<file path="config.mk">
export PLATFORM = sky130hd
export DESIGN_NAME = mem_stage_ctrl
export DESIGN_NICKNAME = d
export VERILOG_FILES = /design/src/rtl/mem_stage_ctrl.sv
export SDC_FILE = /design/constraint.sdc
export NUM_CORES = 1
export LEC_CHECK = 0
export CAP_MARGIN = 0
export CORE_AREA = 4 4 121 123
export DETAILED_ROUTE_END_ITERATION = 16
export DIE_AREA = 0 0 125 127
export PLACE_DENSITY = 0.89
export SYNTH_ARGS = -nofsm -noshare
export SYNTH_HDL_FRONTEND = slang
export SYNTH_SLANG_ARGS = --single-unit
export TNS_END_PERCENT = 20
</file>
<file path="constraint.sdc">
create_clock -name clk -period 2.46 [get_ports clk]
set_clock_uncertainty 0.15 [all_clocks]
set_input_delay 0.369 -clock clk [delete_from_list [all_inputs] [get_ports clk]]
set_output_delay 0.369 -clock clk [all_outputs]
set_load 0.01 [all_outputs]
</file>
<file path="src/rtl/mem_stage_ctrl.sv">
// Memory stage: branch resolution, req/ack data-memory access with timeout abort, MEM/WB register.
// Stalls upstream while an access is outstanding; a stalled edge writes a bubble into MEM/WB.
module mem_stage_ctrl #(
  parameter int DATA_W  = 32,
  parameter int REG_W   = 5,
  parameter int TIMEOUT = 15
) (
  input  logic              clk,
  input  logic              reset,
  input  logic              isZeroBranch_in,
  input  logic              isUnconBranch_in,
  input  logic              memRead_in,
  input  logic              memwrite_in,
  input  logic              regwrite_in,
  input  logic              mem2reg_in,
  input  logic [DATA_W-1:0] shifted_PC_in,
  input  logic              alu_zero_in,
  input  logic [DATA_W-1:0] alu_result_in,
  input  logic [DATA_W-1:0] write_data_mem_in,
  input  logic [REG_W-1:0]  write_reg_in,
  output logic              pc_src,
  output logic [DATA_W-1:0] branch_target,
  output logic              stall,
  output logic              dmem_req,
  output logic              dmem_we,
  output logic [DATA_W-1:0] dmem_addr,
  output logic [DATA_W-1:0] dmem_wdata,
  input  logic              dmem_ack,
  input  logic [DATA_W-1:0] dmem_rdata,
  output logic              mem_fault,
  output logic              regwrite_out,
  output logic              mem2reg_out,
  output logic [DATA_W-1:0] read_data_out,
  output logic [DATA_W-1:0] alu_result_out,
  output logic [REG_W-1:0]  write_reg_out
);

  localparam int CNT_W = (TIMEOUT > 1) ? $clog2(TIMEOUT) : 1;
  localparam logic [CNT_W-1:0] CNT_LAST = CNT_W'(TIMEOUT - 1);

  typedef enum logic {IDLE, BUSY} state_t;

  state_t            state_q, state_d;
  logic [CNT_W-1:0]  cnt_q, cnt_d;
  logic              req_d, we_d, fault_d;
  logic [DATA_W-1:0] addr_d, wdata_d;
  logic              wb_regwrite_d, wb_mem2reg_d;
  logic [DATA_W-1:0] wb_rdata_d, wb_alu_d;
  logic [REG_W-1:0]  wb_reg_d;
  logic              access;

  assign access        = memRead_in | memwrite_in;
  assign pc_src        = isUnconBranch_in | (isZeroBranch_in & alu_zero_in);
  assign branch_target = shifted_PC_in;

  always_comb begin
    state_d       = state_q;
    cnt_d         = cnt_q;
    req_d         = dmem_req;
    we_d          = dmem_we;
    addr_d        = dmem_addr;
    wdata_d       = dmem_wdata;
    fault_d       = 1'b0;
    stall         = 1'b0;
    wb_regwrite_d = regwrite_in;
    wb_mem2reg_d  = mem2reg_in;
    wb_reg_d      = write_reg_in;
    wb_alu_d      = alu_result_in;
    wb_rdata_d    = '0;
    case (state_q)
      IDLE: begin
        if (access) begin
          stall         = 1'b1;
          addr_d        = alu_result_in;
          wdata_d       = write_data_mem_in;
          we_d          = memwrite_in & ~memRead_in;
          req_d         = 1'b1;
          cnt_d         = '0;
          wb_regwrite_d = 1'b0;
          state_d       = BUSY;
        end
      end
      BUSY: begin
        // An ack in the final allowed cycle beats the timeout.
        if (dmem_ack) begin
          req_d      = 1'b0;
          wb_rdata_d = dmem_rdata;
          state_d    = IDLE;
        end else if (cnt_q == CNT_LAST) begin
          req_d         = 1'b0;
          fault_d       = 1'b1;
          wb_regwrite_d = 1'b0;
          state_d       = IDLE;
        end else begin
          stall         = 1'b1;
          cnt_d         = cnt_q + 1'b1;
          wb_regwrite_d = 1'b0;
        end
      end
      default: state_d = IDLE;
    endcase
  end

  always_ff @(posedge clk) begin
    if (reset) begin
      state_q        <= IDLE;
      cnt_q          <= '0;
      dmem_req       <= 1'b0;
      dmem_we        <= 1'b0;
      dmem_addr      <= '0;
      dmem_wdata     <= '0;
      mem_fault      <= 1'b0;
      regwrite_out   <= 1'b0;
      mem2reg_out    <= 1'b0;
      read_data_out  <= '0;
      alu_result_out <= '0;
      write_reg_out  <= '0;
    end else begin
      state_q        <= state_d;
      cnt_q          <= cnt_d;
      dmem_req       <= req_d;
      dmem_we        <= we_d;
      dmem_addr      <= addr_d;
      dmem_wdata     <= wdata_d;
      mem_fault      <= fault_d;
      regwrite_out   <= wb_regwrite_d;
      mem2reg_out    <= wb_mem2reg_d;
      read_data_out  <= wb_rdata_d;
      alu_result_out <= wb_alu_d;
      write_reg_out  <= wb_reg_d;
    end
  end

endmodule

</file>
After elaboration in Yosys (flattened, before gate mapping) --
Index checks and enable logic that the tools add are counted.
Word-level totals: register bits after elaboration 143, bits of input ports 143, output and inout bits 172, logic and storage cells 46
Cells by class: add/sub/neg operators 1, equality and inequality tests 5, mux-type cells 16, bitwise gates (word level) 7, reduce and logical (&&, ||, !) cells 5
Operators with widths (count):
- $mux 4 | 3
- $mux 1 | 9
- $pmux 4 s2 | 1
- $ne 2x2->1 const B | 3
- $pmux 1 s2 | 3
- $reduce_or 3->1 | 2
- $add 4x1->4 const B | 1
- $eq 4x4->1 const B | 1
- $reduce_and 2->1 | 2
- $ne 3x2->1 const B | 1
- $not 1->1 | 3
- $reduce_and 3->1 | 1
- $and 1x1->1 | 2
- $or 1x1->1 | 2

Longest topological paths before layout --
word-level depth 4, mapped depth 6, gate-level depth less buffers 5

Worst setup path before layout --
Ideal clock, no wire load.
path kind register to output, start point register cnt_q[0], end point output port stall, data arrival time 1.186 ns, required time 1.941 ns, slack 0.755 ns, cell stages (with the launch flop) 6, path buffers 1, cell sequence dfxtp_1 inv_1 ha_1 and3_1 buf_2 o21ai_1
Between the ends: cells in the longest elaborated chain, start to end 4
Ends and longest elaborated chain:
- start, declared | line 44 | logic [CNT_W-1:0] cnt_q, cnt_d;
- start signal, assigned | line 120 | cnt_q <= cnt_d;
- $eq 4x4->1 | line 89 | end else if (cnt_q == CNT_LAST) begin
- $mux 1 | line 89
- $mux 1 | line 85 | if (dmem_ack) begin
- $pmux 1 s2 | line 70 | case (state_q)
- end, declared | line 23 | output logic stall,
Every way passes these cells.

Worst setup path in the final report --
Same ends and word-level chain as after synthesis.

==> run metrics <==
status finished, final reports clean; register area share after synthesis 60.3%; final hold vios 0; final hold slack 96.6 ps; Worst Slack Setup Final 154 ps; Pwr Density 744 mW/mm2; Setup violations, final 0; Routability Congestion 0.807; Main synth FF type dfxtp_1; CTS tree built; TritonCTS Buffers 17; global-route wire length before repair ~21 mm; FF-to-FF path depth 5; synth unique cells 32; Syn Inst Count 501; number of flops mapped to enable cells by yosys 0; Endpoint, Worst Hold dmem_addr[1]; initial antenna violation count 0; Antenna diodes 0; clk_lat worst skew approximately 400 ps; Req. time, crit path 1940 ps; H-tree Lvls 4; Max Buffers Root-to-Sink 2; syn nets 646; Max transition margin a little over two thirds; Die ar. between 0.015 and 0.02 mm2; Tmin final 2310 ps; Synth Register Bits 143; Reg-to-Reg End cnt_q[0]; Fmax 434 MHz; Max Slew Vio Count 0; DRT antenna net count 0; Worst setup SP type register; pre-CTS WS 161 ps; TritonRoute pass-1 iters 6; CTS root buffer clkbuf_16; max-cap viol count 0; IO Pins 315; asr flop ratio synth 0%; total placed cells including tap cells 878; Worst Hold Class input port to register; final core occ 56.6%; GRT Overall Usage between 15 and 20%; Finished Layout Cells ~910; Die W approximately 130 um; worst hold start reset; Area growth, synth to finish 63.0%; Setup crit end kind output port; CTS sink count around 140; Worst-Margin Slew 440 ps; leakage ~3 nW; cell count of the worst hold path 2; Max VDD drop 0.469 mV; Via density 4.42; WL final approximately 14 mm; worst r2r src cnt_q[0]; Syn Area/Cell around 9.5 um2; CP arrival 1790 ps; final instance area 0.00774 mm2; drc violations 0; die height about 130 um; synthesized area between 0.004 and 0.005 mm2; HPWL Detailed about 10 mm; core area 0.0137 mm2; Crit Path Class register to output port; Overall Power between 5 and 6 mW; ratio of cells with drive above 1 in the final layout 6.31%; pin count of the biggest net entering global routing between 60 and 70; I/O Buffers 250; Post-Place Cell Area approximately 0.0072 mm2; Final period util 93.7%; vias post-DR roughly 4,000; RSZ-0062 raised after global routing false; Ys Warns 0; gr ovfl total 0; Final nets 862; Post-CTS Setup Bufs 0; DRT iter0 DRCs 139; Worst-path clk slew ~60 ps; vias in the first global route 3,969; Starting Density between 30% and 40%; setup_tns 0 ps; critical-path maximum fanout 7; Row Count 43; drt wl/cell 14.9 um; reg2reg setup slack 740 ps
[worst max-delay path by stage]
stage	from	endpoint	slack, ps	cells past startpoint
6_report	cnt_q[0]	stall	150	5
5_1_grt	cnt_q[0]	stall	70	5
4_1_cts	cnt_q[0]	stall	140	5
3_5_place_dp	dmem_ack	stall	160	4
3_3_place_gp	dmem_ack	stall	180	4
2_1_floorplan	cnt_q[0]	stall	760	5
[layout make-up]
class                      count  area [um2]
fill                        1171        5920
sequential                   143        2860
timing repair buffer         259        2590
multi-input combinational    293        1470
clock buffer                  18         439
tap                          180         225
clock inverter                13         139
inverter                       3        11.3
[what timing repair did]
action | 4_1_cts | 5_1_grt
endpoints found under the setup margin | 1 | 0
hold buffers | 0 | 0
gates resized for setup | 2 | 0
[registers in the layout, indices dropped and copies added (netlist names)]
signal and cells:
dmem_wdata 32, mem2reg_out 1, regwrite_out 1, dmem_we 1, dmem_req 1, alu_result_out 32
write_reg_out 5, cnt_q 4, mem_fault 1, read_data_out 32, dmem_addr 32, state_q 1
[where the power goes]
part	total (mW)	switching, mW	internal, mW
clock	2.47	0.955	1.52
combinational	0.788	0.331	0.458
sequential	2.50	0.0539	2.45
total	5.76	1.34	4.42
[per-layer routing]
layer	vias up	global-route usage (%)	part of all wire [%]
li1	1992	-	-
met1	1799	17.0	37
met2	206	29.6	51
met3	22	7.48	9.8
met4	0	6.76	2.2
met5	-	0	0
[worst max-delay path, cell delays in order (launching register included)]
cell and delay [ps]:
dfxtp_1 390, inv_1 80, ha_1 190, and3_1 260, o21ai_2 190, dlygate4sd2_1 280
[cell families after synthesis]
logic type | synth area share, %
buffers and inverters | 8.99
adder cells (fa/ha/maj) | 0.527
flip-flops | 60.3
AND/OR/NAND/NOR | 21.1
AO/OA/AOI/OAI | 9.12
[Yosys cell counts, drive strengths merged, types with 2 or more instances]
master / count / share of area [%]
dfxtp: 143 / 60
nand2: 130 / 10
a21oi: 67 / 7.1
buf: 49 / 7.7
nor2b: 40 / 5.3
and2: 32 / 4.2
clkbuf: 13 / 1.0
inv: 3 / 0.24
a211oi: 2 / 0.32
ha: 2 / 0.53
nor2: 2 / 0.16
or4: 2 / 0.32
[layout by cell type, fill, tap and decap left out, types with 2 or more instances in the layout]
cell,instances
clkdlybuf4s50_1,248
dfxtp_1,143
nand2_1,130
a21oi_1,67
nor2b_1,40
and2_1,32
clkbuf_16,17
buf_4,8
clkinv_2,4
clkinv_4,3
inv_1,2
or4_1,2
a211oi_1,2
ha_1,2
bufinv_16,2
clkinvlp_4,2
inv_6,2
buf_12,2
No activity file was read; power rests on OpenSTA's default activity.
